`src/rtl/shift_normalizer_if.sv`:
```
// Handshake bundle for shift_normalizer: operand in, normalized result out.
// The slave modport is the normalizer; the master modport is the producer/consumer side.
interface shift_normalizer_if #(
  parameter int unsigned WIDTH = 8
);
  logic                       in_valid;
  logic                       in_ready;
  logic [WIDTH-1:0]           data_in;
  logic                       shift_direction;
  logic                       out_valid;
  logic                       out_ready;
  logic [WIDTH-1:0]           data_out;
  logic [$clog2(WIDTH)-1:0]   shift_amount;
  logic                       zero;

  modport master (
    output in_valid,
    input  in_ready,
    output data_in,
    output shift_direction,
    input  out_valid,
    output out_ready,
    input  data_out,
    input  shift_amount,
    input  zero
  );

  modport slave (
    input  in_valid,
    output in_ready,
    input  data_in,
    input  shift_direction,
    output out_valid,
    input  out_ready,
    output data_out,
    output shift_amount,
    output zero
  );
endinterface

```
`src/rtl/shift_normalizer.sv`:
```
// Multi-cycle normalizer: shifts one bit per cycle until the MSB (left) or LSB (right)
// is set, reporting the distance shifted; all-zero operands finish immediately.
module shift_normalizer #(
  parameter int unsigned WIDTH = 8
) (
  input  logic                clk,
  input  logic                rst,
  shift_normalizer_if.slave   bus
);
  localparam int unsigned CW = $clog2(WIDTH);

  typedef enum logic [1:0] {StIdle, StShift, StDone} state_e;

  state_e           state_q;
  logic [WIDTH-1:0] work_q;
  logic             mode_q;
  logic [CW-1:0]    count_q;
  logic             zero_q;
  logic             out_valid_q;

  logic [WIDTH-1:0] shifted;
  logic             shifted_hit;
  logic             in_zero;
  logic             in_hit;
  logic             accept;

  always_comb begin
    shifted     = mode_q ? (work_q << 1) : (work_q >> 1);
    shifted_hit = mode_q ? shifted[WIDTH-1] : shifted[0];
    in_zero     = (bus.data_in == '0);
    in_hit      = bus.shift_direction ? bus.data_in[WIDTH-1] : bus.data_in[0];
    accept      = bus.in_valid && (state_q == StIdle);
  end

  always_ff @(posedge clk) begin
    if (rst) begin
      state_q     <= StIdle;
      work_q      <= '0;
      mode_q      <= 1'b0;
      count_q     <= '0;
      zero_q      <= 1'b0;
      out_valid_q <= 1'b0;
    end else begin
      unique case (state_q)
        StIdle: begin
          if (accept) begin
            work_q  <= bus.data_in;
            mode_q  <= bus.shift_direction;
            count_q <= '0;
            zero_q  <= in_zero;
            // Already normalized (or nothing to normalize): skip straight to the result.
            if (in_zero || in_hit) begin
              state_q     <= StDone;
              out_valid_q <= 1'b1;
            end else begin
              state_q <= StShift;
            end
          end
        end
        StShift: begin
          work_q  <= shifted;
          count_q <= count_q + CW'(1);
          if (shifted_hit) begin
            state_q     <= StDone;
            out_valid_q <= 1'b1;
          end
        end
        StDone: begin
          if (bus.out_ready) begin
            state_q     <= StIdle;
            out_valid_q <= 1'b0;
          end
        end
        default: begin
          state_q     <= StIdle;
          out_valid_q <= 1'b0;
        end
      endcase
    end
  end

  assign bus.in_ready     = (state_q == StIdle);
  assign bus.out_valid    = out_valid_q;
  assign bus.data_out     = work_q;
  assign bus.shift_amount = count_q;
  assign bus.zero         = zero_q;
endmodule

```
`src/flat_wrapper.sv`:
```
// flat-port wrapper written by rule: the top's interface ports become plain ports
module shift_normalizer_flat 
#(
  parameter int unsigned WIDTH = 8
)
  (clk, rst, bus_in_valid, bus_in_ready, bus_data_in, bus_shift_direction, bus_out_valid, bus_out_ready, bus_data_out, bus_shift_amount, bus_zero);
  shift_normalizer_if #(.WIDTH(WIDTH)) bus_i ();
  input  logic clk;
  input  logic rst;
  input wire logic [$bits(bus_i.in_valid)-1:0] bus_in_valid;
  output wire logic [$bits(bus_i.in_ready)-1:0] bus_in_ready;
  input wire logic [$bits(bus_i.data_in)-1:0] bus_data_in;
  input wire logic [$bits(bus_i.shift_direction)-1:0] bus_shift_direction;
  output wire logic [$bits(bus_i.out_valid)-1:0] bus_out_valid;
  input wire logic [$bits(bus_i.out_ready)-1:0] bus_out_ready;
  output wire logic [$bits(bus_i.data_out)-1:0] bus_data_out;
  output wire logic [$bits(bus_i.shift_amount)-1:0] bus_shift_amount;
  output wire logic [$bits(bus_i.zero)-1:0] bus_zero;
  assign bus_i.in_valid = bus_in_valid;
  assign bus_in_ready = bus_i.in_ready;
  assign bus_i.data_in = bus_data_in;
  assign bus_i.shift_direction = bus_shift_direction;
  assign bus_out_valid = bus_i.out_valid;
  assign bus_i.out_ready = bus_out_ready;
  assign bus_data_out = bus_i.data_out;
  assign bus_shift_amount = bus_i.shift_amount;
  assign bus_zero = bus_i.zero;
  shift_normalizer #(.WIDTH(WIDTH)) u_core (.clk(clk), .rst(rst), .bus(bus_i));
endmodule
```
`config.mk`:
```
export PLATFORM = sky130hd
export DESIGN_NAME = shift_normalizer_flat
export DESIGN_NICKNAME = d
export VERILOG_FILES = /design/src/rtl/shift_normalizer_if.sv /design/src/rtl/shift_normalizer.sv /design/src/flat_wrapper.sv
export SDC_FILE = /design/constraint.sdc
export NUM_CORES = 1
export LEC_CHECK = 0
export CORE_MARGIN = 3
export CORE_UTILIZATION = 46
export DETAILED_ROUTE_END_ITERATION = 10
export DONT_BUFFER_PORTS = 1
export SLEW_MARGIN = 20
export SYNTH_ARGS = -nofsm -noshare
export SYNTH_HDL_FRONTEND = slang
export SYNTH_SLANG_ARGS = --single-unit
```
`constraint.sdc`:
```
create_clock -name clk -period 2.4 [get_ports clk]
set_clock_uncertainty 0.2 [all_clocks]
set_input_delay 0.24 -clock clk [delete_from_list [all_inputs] [get_ports clk]]
set_output_delay 0.24 -clock clk [all_outputs]
set_load 0.01 [all_outputs]
```
==> results.md <==
* Initial core utilization at 50.2%
* I/O Pins at 27
* CP Launch Type: flip-flop
* CORE AREA at 1760 sq um
* Synth warnings at 0
* Layout cells sized above 1 at around 17%
* Post-Place Cells at roughly 120
* Num rows at 15
* Total grt overflow at 0
* Pwr Density at approximately 770 nW/um^2
* Sequential share of the synthesized area at around 36%
* Peak supply drop at 0.000439 V
* Layout area overhead at 11.6%
* Hold Path Class: input pin to flip-flop
* CP max FO at 15
* Max-slew headroom at between 50% and 60%
* CP max-delay cell: dfxtp_1
* Number of global-route vias before repair at 746
* First-pass GRT wire length at approximately 3400 um
* Worst Setup End Kind: flip-flop
* Bufs on Longest Clock Path at 2
* Setup TNS at 0 ns
* Post-CTS setup buffers at 0
* Final period util at 90.3%
* Clock transition at the registers of the reported paths at ~0.10 ns
* Final Max Tran Viols at 0
* CP Data Arrival Time at 2.13 ns
* DR vias at 738
* Register-to-Register Path Depth at 6
* Die Area at 2490 sq um
* Initial antenna violation count at 0
* Number of I/O port buffers at 0
* Worst-Skew Late Latency at around 0.28 ns
* Residual DRC at 0
* Fmax at 462 MHz
* Path type of the worst setup path: flip-flop to flip-flop
* Cell Chain, Critical Path: or2_4, inv_1, nand2_1, mux2i_1, dlygate4sd3_1, nor2_1
* Post-Syn Nets at 113
* Pre-CTS worst setup slack at 0.640 ns
* Slew @ Worst Pin at 0.618 ns
* Final Setup Violations at 0
* CTS tree: yes
* Cts bufs inserted at 3
* Main synth FF type: dfxtp_1
* Root Driver: clkbuf_4
* Initial DRC count at 21
* Pin count of the biggest net entering global routing at 18
* Depth of the worst hold-timing path at 2
* Syn Std Cell Area at between 800 and 900 sq um
* Seq cells post-synth at 16
* Max_cap viols at 0
* Routed len/inst at about 16 um
* Post-synth EDFFs at 0
* Final WS setup at 0.234 ns
* Die Y-Extent at between 40 and 50 um
* Dpl hpwl at 1460 um
* All-layer global routing usage at 17.8%
* Cell count after synthesis at 99
* DIE WIDTH at 49.9 um
* Mean post-synth cell area at 8.95 sq um
* DRT Pass-1 Iters at 4
* Library cells used by synthesis at 29
* Final min period at 2.17 ns
* Hold Vio Cnt, Final at 0
* Vias/cell at 5.72
* Ant. Diodes at 0
* GPL Wtd Cong at between 0.7 and 0.8
* Final WL at approximately 2000 um
* # clock sinks at 16
* Routed Antenna Nets at 0
* Post-CTS resize count at 0
* Slowest stage delay, CP at 0.65 ns
* Hold-fix buffer count after cts at 8
* RSZ-0062 raised after global routing: no
* Worst Path Required at ~2.4 ns
* Final Instance Count excl. Fillers at 129
* Status: complete, no violations
* Htree depth at 1
* Pleak at 0.000373 uW
* Fin nets at 119
* FFs w/ async S/R, synth at 0%
Yosys cell counts (2+ instances only):
| library cell | instances | area, sq um |
|---|---|---|
| a211oi_1 | 2 | 15.0 |
| a211oi_2 | 3 | 37.5 |
| a21oi_1 | 3 | 15.0 |
| a221oi_1 | 3 | 26.3 |
| a22oi_1 | 5 | 37.5 |
| buf_2 | 2 | 10.0 |
| buf_4 | 2 | 15.0 |
| dfxtp_1 | 16 | 320 |
| inv_1 | 2 | 7.51 |
| mux2_2 | 4 | 45.0 |
| mux2i_1 | 7 | 70.1 |
| nand2_1 | 2 | 7.51 |
| nor2_1 | 22 | 82.6 |
| nor2b_1 | 3 | 18.8 |
| nor3_1 | 8 | 40.0 |
| nor4_2 | 2 | 25.0 |
state kept, by name (all words and copies together) (netlist names):
signal	flops
u_core.bus.data_out	8
u_core.bus.shift_amount	3
u_core.state_q	2
u_core.bus.out_valid	1
u_core.bus.zero	1
u_core.mode_q	1
cells by family after synthesis:
kind of cell / count (synthesis) / synth area share, %
DFF: 16 / 36.2
adders and majority gates: 1 / 1.41
muxes: 13 / 16.0
buffers and inverters: 9 / 5.93
AOI/OAI and AO/OA: 18 / 16.4
and+or+nand+nor: 42 / 24.2
layer usage:
layer	vias to the layer above	share of wire (%)	wire, um	GRT usage, %
li1	366	-	-	-
met1	333	43	873	22.4
met2	37	46	933	26.9
met3	2	11	215	6.34
met4	0	0.49	10	7.83
met5	-	0	0	0
final timing paths:
kind,start,end,slack [ns]
hold / removal,bus_out_ready,u_core.state_q[0],0.008
setup reg to reg,u_core.state_q[0],u_core.mode_q,0.23
hold reg to reg,u_core.bus.data_out[0],u_core.bus.data_out[0],0.36
setup / recovery,u_core.state_q[0],u_core.mode_q,0.23
cell usage in the layout (no fill, tap or decap), types with 4 or more instances in the layout:
cell / n
mux2i_1: 7
mux2_2: 4
a22oi_1: 5
nor2_1: 22
dfxtp_1: 16
nor3_1: 8
dlygate4sd3_1: 8
power by group:
part | leakage [uW] | internal (uW) | switching, uW
clock | 0.0000210 | 92.3 | 81.0
combinational | 0.000220 | 105 | 102
sequential | 0.000132 | 305 | 75.6
worst max-delay path: cells and delay by family (launching register included):
kind                   cells  cell delay, ns
muxes                      1            0.18
and+or+nand+nor            3            0.37
buffers and inverters      2            0.65
DFF                        1            0.65
stage by stage:
stage	hold slack (ns)	power, uW	util [%]	area, sq um
after detailed placement	0.114	580	49.4	872
after floorplan	0.184	554	-	886
final	0.00774	761	56.0	988
after global routing	0.0123	817	56.0	988
after global placement	0.113	574	49.4	872
after CTS	0.00668	772	56.0	988
cell type report:
cell class / count / area, sq um
clock buffer: 4 / 36.3
fill: 175 / 776
inverter: 2 / 7.51
multi-input combinational: 74 / 513
sequential: 16 / 320
tap: 25 / 31.3
timing repair buffer: 8 / 80.1
(Power assumes the default switching activity.)
